===== src/rtl/im_loader.sv =====
// im_loader: boot-time writer for the instruction memory.
// Takes a byte stream (2-byte little-endian word count, then the image), packs
// little-endian 32-bit words and writes them one per strobe. The core stays held
// (cpu_run=0) until every word of the image has been written.
//
// Ports:
//   clk          rising-edge clock
//   reset        asynchronous active-low reset
//   start        single-cycle load request (ignored while busy)
//   byte_valid   byte_data holds a valid byte
//   byte_data    stream byte
//   byte_ready   loader accepts a byte this cycle
//   IMwaddress   instruction memory byte address (word aligned)
//   IMwdata      word to write
//   IMwenable    write strobe, one cycle per word
//   cpu_run      1 = core released, 0 = core held
//   busy         load in progress
//   done         last load completed successfully
//   error        last load aborted (oversize header or idle timeout)
//   words_loaded words written in the current/last load
module im_loader #(
  parameter int unsigned DEPTH   = 256,
  parameter int unsigned TIMEOUT = 65535
) (
  input  logic        clk,
  input  logic        reset,
  input  logic        start,
  input  logic        byte_valid,
  input  logic [7:0]  byte_data,
  output logic        byte_ready,
  output logic [31:0] IMwaddress,
  output logic [31:0] IMwdata,
  output logic        IMwenable,
  output logic        cpu_run,
  output logic        busy,
  output logic        done,
  output logic        error,
  output logic [15:0] words_loaded
);

  localparam int unsigned CNT_W  = 16;
  localparam int unsigned TMR_W  = 16;
  localparam int unsigned LANE_W = 2;
  localparam logic [CNT_W:0] DEPTH_LIM   = (CNT_W+1)'(DEPTH);
  localparam logic [TMR_W:0] TIMEOUT_LIM = (TMR_W+1)'(TIMEOUT);
  localparam logic           TIMEOUT_EN  = (TIMEOUT != 0);

  typedef enum logic [2:0] {
    S_IDLE  = 3'd0,
    S_HDR0  = 3'd1,
    S_HDR1  = 3'd2,
    S_DATA  = 3'd3,
    S_WRITE = 3'd4,
    S_DONE  = 3'd5,
    S_ERR   = 3'd6
  } state_t;

  state_t              state, state_n;
  logic [CNT_W-1:0]    count_q, count_n;
  logic [LANE_W-1:0]   lane_q, lane_n;
  logic [TMR_W-1:0]    timer_q, timer_n;
  logic [CNT_W-1:0]    wl_n;
  logic [31:0]         addr_n, data_n;
  logic                ready_n, wen_n, run_n, busy_n, done_n, error_n;

  logic                xfer_c;
  logic                loading_c;
  logic [CNT_W-1:0]    hdr_c;
  logic [TMR_W:0]      timer_inc_c;
  logic [CNT_W-1:0]    wl_inc_c;

  // A transfer uses the registered ready, so it always matches the current state.
  assign xfer_c      = byte_valid & byte_ready;
  assign loading_c   = (state == S_HDR0) || (state == S_HDR1) || (state == S_DATA);
  assign hdr_c       = {byte_data, count_q[7:0]};
  assign timer_inc_c = (TMR_W+1)'(timer_q) + (TMR_W+1)'(1);
  assign wl_inc_c    = words_loaded + CNT_W'(1);

  // State register.
  always_ff @(posedge clk or negedge reset) begin
    if (!reset) state <= S_IDLE;
    else        state <= state_n;
  end

  // Next state, datapath next values and output decode.
  always_comb begin
    state_n = state;
    count_n = count_q;
    lane_n  = lane_q;
    timer_n = timer_q;
    wl_n    = words_loaded;
    addr_n  = IMwaddress;
    data_n  = IMwdata;

    case (state)
      S_IDLE, S_DONE, S_ERR: begin
        if (start) begin
          state_n = S_HDR0;
          wl_n    = '0;
          timer_n = '0;
        end
      end
      S_HDR0: begin
        if (xfer_c) begin
          count_n[7:0] = byte_data;
          timer_n      = '0;
          state_n      = S_HDR1;
        end
      end
      S_HDR1: begin
        if (xfer_c) begin
          count_n = hdr_c;
          timer_n = '0;
          lane_n  = '0;
          // Header compared in CNT_W+1 bits so a large count cannot wrap past DEPTH.
          if (hdr_c == '0)                           state_n = S_DONE;
          else if ((CNT_W+1)'(hdr_c) > DEPTH_LIM)     state_n = S_ERR;
          else                                       state_n = S_DATA;
        end
      end
      S_DATA: begin
        if (xfer_c) begin
          data_n[{lane_q, 3'b000} +: 8] = byte_data;
          lane_n  = lane_q + LANE_W'(1);
          timer_n = '0;
          if (lane_q == LANE_W'(3)) begin
            state_n = S_WRITE;
            addr_n  = {14'd0, words_loaded, 2'b00};
          end
        end
      end
      S_WRITE: begin
        wl_n   = wl_inc_c;
        lane_n = '0;
        if (wl_inc_c == count_q) state_n = S_DONE;
        else                     state_n = S_DATA;
      end
      default: state_n = S_IDLE;
    endcase

    // Idle timer: counts loading cycles with no transfer; a partial word is dropped on abort.
    if (loading_c && !xfer_c) begin
      timer_n = timer_inc_c[TMR_W-1:0];
      if (TIMEOUT_EN && (timer_inc_c == TIMEOUT_LIM)) state_n = S_ERR;
    end

    // Outputs are registered from the next state so they line up with it.
    ready_n = (state_n == S_HDR0) || (state_n == S_HDR1) || (state_n == S_DATA);
    wen_n   = (state_n == S_WRITE);
    busy_n  = ready_n || wen_n;
    done_n  = (state_n == S_DONE);
    run_n   = (state_n == S_DONE);
    error_n = (state_n == S_ERR);
  end

  // Datapath and registered outputs.
  always_ff @(posedge clk or negedge reset) begin
    if (!reset) begin
      count_q      <= '0;
      lane_q       <= '0;
      timer_q      <= '0;
      words_loaded <= '0;
      IMwaddress   <= '0;
      IMwdata      <= '0;
      byte_ready   <= 1'b0;
      IMwenable    <= 1'b0;
      cpu_run      <= 1'b0;
      busy         <= 1'b0;
      done         <= 1'b0;
      error        <= 1'b0;
    end else begin
      count_q      <= count_n;
      lane_q       <= lane_n;
      timer_q      <= timer_n;
      words_loaded <= wl_n;
      IMwaddress   <= addr_n;
      IMwdata      <= data_n;
      byte_ready   <= ready_n;
      IMwenable    <= wen_n;
      cpu_run      <= run_n;
      busy         <= busy_n;
      done         <= done_n;
      error        <= error_n;
    end
  end

endmodule


===== config.mk =====
export PLATFORM = sky130hd
export DESIGN_NAME = im_loader
export DESIGN_NICKNAME = d
export VERILOG_FILES = /design/src/rtl/im_loader.sv
export SDC_FILE = /design/constraint.sdc
export NUM_CORES = 1
export LEC_CHECK = 0
export BUFFER_PORTS_ARGS = -buffer_cell sky130_fd_sc_hd__buf_2
export CAP_MARGIN = 20
export CORE_MARGIN = 4
export CORE_UTILIZATION = 50
export CTS_CLUSTER_SIZE = 30
export DETAILED_ROUTE_END_ITERATION = 6
export GPL_TIMING_DRIVEN = 0
export PLACE_DENSITY = 0.84
export SKIP_CTS_REPAIR_TIMING = 1
export SYNTH_ARGS = -nofsm -noshare
export SYNTH_HDL_FRONTEND = slang
export SYNTH_SLANG_ARGS = --single-unit

===== constraint.sdc =====
create_clock -name clk -period 3.3 [get_ports clk]
set_input_delay 0.66 -clock clk [delete_from_list [all_inputs] [get_ports clk]]
set_output_delay 0.66 -clock clk [all_outputs]
set_load 0.03 [all_outputs]

# After elaboration in Yosys (flattened, before gate mapping)

Cells that the tools add are included.

Bits in registers: 106
Latch bits: 0
RAM bits: 0
Bits in read-only memories: 0
Output and inout port bits: 86
Memories: 0

Add/subtract/negate cells: 4
Multiply operators: 0
Divide/modulo/power cells: 0
$lt $le $gt $ge: 1
Equal/unequal tests: 20
Shifts and indexed selects: 2
Multiplexer cells: 22
Bitwise logic cells: 2
Reductions and logical operators: 21

Operators with widths:

| kind                                                                    | number |
|---|---|
| 16-bit case mux with 2 select lines                                     | 2 |
| 16-bit 2-to-1 mux                                                       | 3 |
| 32-bit bitwise mux                                                      | 1 |
| 8-bit by 7-bit variable shift with 32-bit output (first input constant) | 1 |
| 8-bit by 7-bit indexed part select with 32-bit output                   | 1 |
| 3-bit 2-to-1 mux                                                        | 10 |
| 3-bit == test (second input constant)                                   | 6 |
| 16-bit by 1-bit adder with 17-bit output (second input constant)        | 1 |
| 17-bit by 16-bit == test with 1-bit output (second input constant)      | 1 |
| 16-bit by 1-bit adder with 16-bit output (second input constant)        | 1 |
| 16-bit == test                                                          | 1 |
| 16-bit by 9-bit > comparator with 1-bit output (second input constant)  | 1 |
| 16-bit logical NOT                                                      | 1 |
| 8-bit case mux with 2 select lines                                      | 1 |
| 3-bit case mux with 5 select lines                                      | 1 |
| 3-bit by 2-bit == test with 1-bit output (second input constant)        | 4 |
| 3-bit AND reduction                                                     | 4 |
| 8-bit 2-to-1 mux                                                        | 1 |
| 5-bit negation with 7-bit output                                        | 1 |
| 3-bit by 1-bit == test with 1-bit output (second input constant)        | 2 |
| 2-bit != test (second input constant)                                   | 3 |
| 2-bit case mux with 3 select lines                                      | 1 |
| 2-bit AND reduction                                                     | 3 |
| 3-bit nonzero test                                                      | 2 |
| 13 further kinds                                                        | 19 |

# Depth between registers and ports, before layout

Word-level depth: 11
Mapped depth: 9
Gate-level depth less buffers: 8

# Worst setup path before layout

OpenSTA, ideal clock, no wires.

Path type: register -> register
Start point: register words_loaded[0]
End point: register state[1]
Arrival: 2.590 ns
Required time: 3.168 ns
Setup slack: 0.578 ns
Stages on the path, launching flop included: 9
Path buffers: 0
Period minus slack after synthesis: 2.722 ns
Path through: dfrtp_1 -> ha_1 -> nand3_4 -> or4_1 -> o211ai_1 -> a31oi_1 -> or4_4 -> and2_4 -> nand3b_4

Longest elaborated chain between the ends: 6

RTL lines:

| element                                      | RTL line | RTL |
|---|---|---|
| start, declared                              | 38       | `output logic [15:0] words_loaded` |
| start signal, assigned                       | 175      | `words_loaded <= wl_n;` |
| 16-bit by 1-bit adder with 16-bit output (*) | 77       | `assign wl_inc_c = words_loaded + CNT_W'(1);` |
| 16-bit == test (*)                           | 135      | `if (wl_inc_c == count_q) state_n = S_DONE;` |
| 3-bit 2-to-1 mux (*)                         | 135      |  |
| 3-bit case mux with 5 select lines (*)       | 95       | `case (state)` |
| 3-bit 2-to-1 mux                             | 144      | `if (TIMEOUT_EN && (timer_inc_c == TIMEOUT_LIM)) state_n = S_ERR;` |
| 3-bit 2-to-1 mux (*)                         | 142      | `if (loading_c && !xfer_c) begin` |
| net state_n[1]                               | 58       | `state_t state, state_n;` |
| end signal, assigned                         | 82       | `else state <= state_n;` |
| end, declared                                | 58       |  |

Mark *: on every way through the listed nets, which the timed path passes. The rest lies on a longest branch.
A chain may end at the register's enable or synchronous reset.

# Worst setup path after layout

Start point: register words_loaded[0]
End point: register done

Longest elaborated chain between the ends: 7

RTL lines:

| element                                      | RTL line | RTL |
|---|---|---|
| 16-bit by 1-bit adder with 16-bit output (*) | 77       |  |
| 16-bit == test (*)                           | 135      |  |
| 3-bit 2-to-1 mux (*)                         | 135      |  |
| 3-bit case mux with 5 select lines (*)       | 95       |  |
| 3-bit 2-to-1 mux                             | 144      |  |
| 3-bit 2-to-1 mux (*)                         | 142      |  |
| 3-bit == test (*)                            | 151      | `done_n = (state_n == S_DONE);` |
| net done_n                                   | 64       | `logic ready_n, wen_n, run_n, busy_n, done_n, error_n;` |
| end signal, assigned                         | 182      | `done <= done_n;` |
| end, declared                                | 36       | `output logic done,` |

Marks and branches as above.

==> metrics.md <==
| Metric | Value |
|---|---|
| CP peak stage delay | `0.59 ns` |
| CTS Buf Count | `9` |
| Main flop type after synthesis | `dfrtp_1` |
| Max cap viols | `0` |
| Largest net degree at the start of global routing | `59` |
| WL/cell | `16.1 um` |
| Type of origin of the critical path | `flop` |
| Final Critical Period | `2.84 ns` |
| Top cells by area, synth | `dfrtp_1 48%, o21ai_0 7.9%, nand2_1 6.8%, mux2_2 6.5%, buf_4 2.7%` |
| CTS H-tree depth | `3` |
| Avg Inst Size Synth | `9.46 sq um` |
| I/O Buffers | `80` |
| Mapped Cells | `589` |
| Hold crit path type | `input port to asynchronous set/reset pin` |
| GR Overflow Total | `0` |
| Worst EP required | `3.59 ns` |
| Slew Limit Fails | `0` |
| Crit-path slowest cell | `nor4_1` |
| Initial antenna violation count | `0` |
| Ys Warns | `0` |
| Routability Congestion | `0.918` |
| Share of layout cells above drive strength 1 | `0.241` |
| Slew margin rel. | `0.348` |
| Synth top area share | `0.476` |
| Sequential cell area | `2650 sq um` |
| Width of the die | `about 110 um` |
| Core Rows | `38` |
| Final total negative setup slack | `0 ns` |
| Measured slew at the worst slew-check pin | `0.976 ns` |
| Most frequent cells in the layout | `106 x dfrtp_1, 101 x nand2_1, 88 x o21ai_0, 85 x buf_2, 32 x mux2_2` |
| DR DRC count | `0` |
| Antenna diode count | `0` |
| Post-synthesis sequential area ratio | `0.476` |
| Design Area, Final | `about 6400 sq um` |
| First-pass GRT wire length | `~22,000 um` |
| Placed Area | `6240 sq um` |
| Status | `finished clean` |
| I/O pin cnt | `98` |
| Routed Antenna Nets | `0` |
| CTS tree | `yes` |
| Multi-input logic area | `2660 sq um` |
| First DRT Iteration DRCs | `421` |
| Via-to-Cell Ratio | `roughly 5.7` |
| Mapped Area | `5570 sq um` |
| Worst skew pair latency | `between 0.3 and 0.4 ns` |
| Skew final | `0.00817 ns` |
| Period utilisation layout | `0.860` |
| F_max | `353 MHz` |
| Vias in the first global route | `4,463` |
| Nets | `between 700 and 800` |
| Die area | `12,900 sq um` |
| Syn-to-layout area delta | `15.7%` |
| Yosys reg bits | `between 100 and 150` |
| WL final | `13,500 um` |
| Fin. Hold Viols | `0` |
| Total power | `4.14 mW` |
| Number of flops mapped to enable cells by yosys | `0` |
| Max FO, Critical Path | `9` |
| DIE HEIGHT | `114 um` |
| CTS sink cnt | `around 110` |
| Most common cell after layout, fill and taps aside | `dfrtp_1` |
| Critical-path cell list | `ha_1 > nand3_4 > nor4_1 > xnor2_1 > nand4b_1 > or4_4 > and2_4 > a211oi_2` |
| Worst ir drop on vdd | `around 0.00033 V` |
| FILL cells | `932` |
| GR Util All Layers | `0.214` |
| Netlist cell types | `between 50 and 60` |
| Reg clk slew, reported paths | `0.10 ns` |
| CTS Buffer Depth | `2` |
| Root Buffer Master | `clkbuf_8` |
| CP Class | `flop to flop` |
| HPWL after DPL | `9760 um` |
| Hold WS | `around 0.28 ns` |
| Crit path capture type | `flop` |
| PD cells | `642 nW/um^2` |
| Vias post-DR | `between 4,000 and 5,000` |
| Largest area contributor in the netlist | `dfrtp_1` |
| Core ar. | `10,900 sq um` |
| Initial Util | `0.512` |
| Leak pwr | `3.05 nW` |
| RSZ-0062 raised after global routing | `no` |
| DR pass1 iterations | `5` |
| Ys async rst share | `1.00` |
| Worst path arrival time | `between 3 and 4 ns` |
| Final setup fails | `0` |
[path summary, 6_finish.rpt]
path / end / from / cells after the start / slack (ns)
hold reg to reg: IMwdata[9] / IMwdata[9] / 2 / 0.49
min in group clk: IMwdata[9] / IMwdata[9] / 2 / 0.49
max in group asynchronous: IMwaddress[4] / reset / 2 / 2.32
setup / recovery: done / words_loaded[0] / 8 / 0.46
hold / removal: timer_q[0] / reset / 1 / 0.28
setup reg to reg: done / words_loaded[0] / 8 / 0.46
[area by class of cell]
cell class,instances,share of cell area
clock inverter,5,0.00951
multi-input combinational,438,0.413
tap,140,0.0272
sequential,106,0.411
clock buffer,11,0.0235
timing repair buffer,81,0.0667
buffer,50,0.0431
inverter,10,0.00582
[kinds of logic after synthesis]
| group | after synthesis | share of synthesized area |
|---|---|---|
| other cells | 1 | 0.000673 |
| buf+inv | 60 | 0.0566 |
| fa+ha+maj | 9 | 0.0202 |
| compound gates | 144 | 0.152 |
| simple gates | 210 | 0.188 |
| xor+xnor | 27 | 0.0424 |
| flops | 106 | 0.476 |
| mux | 32 | 0.0646 |
[power by group]
group          switching [mW]  total [mW]  internal [mW]
Clock                   0.456       0.853          0.397
Sequential              0.201        1.72           1.52
Combinational           0.985        1.57          0.586
[state kept, by name, summed over array words and instances (netlist names)]
signal        flops
IMwdata          32
IMwaddress       16
count_q          16
timer_q          16
words_loaded     16
state             3
lane_q            2
IMwenable         1
busy              1
byte_ready        1
done              1
error             1
[per-stage QoR]
| stage | worst slack (ns) | utilization | instances |
|---|---|---|---|
| 6_report | 0.464 | 0.592 | 841 |
| 5_1_grt | 0.185 | 0.592 | 841 |
| 4_1_cts | 0.467 | 0.592 | 841 |
| 3_5_place_dp | 0.271 | 0.573 | 825 |
| 3_3_place_gp | 0.320 | 0.570 | 824 |
| 2_1_floorplan | 0.578 | - | 604 |
[critical path: cells and delay by family, from the launching register on]
| family | cells | cell delay [ns] |
|---|---|---|
| AND/OR/NAND/NOR | 5 | 1.52 |
| flip-flops | 1 | 0.50 |
| adder cells (fa/ha/maj) | 1 | 0.35 |
| XOR/XNOR | 1 | 0.19 |
| AO/OA/AOI/OAI | 1 | 0.17 |
[synth_stat cells, types with 10 or more instances]
cell and instances:
buf_4 20, o31ai_1 12, nand2_1 101, xor2_1 11, and2_1 10, nand4_1 15, a21oi_1 10, clkbuf_1 21
dfrtp_1 106, inv_1 10, nor2_1 25, nand3_1 12, mux2_2 32, o21ai_0 88, xnor2_1 16
[per-layer routing]
layer | track usage | wire length, um
met1 | 0.298 | 5880
met2 | 0.345 | 6510
met3 | 0.0440 | 955
met4 | 0.0569 | 193
met5 | 0 | 0
No activity file was read; power rests on OpenSTA's default activity.
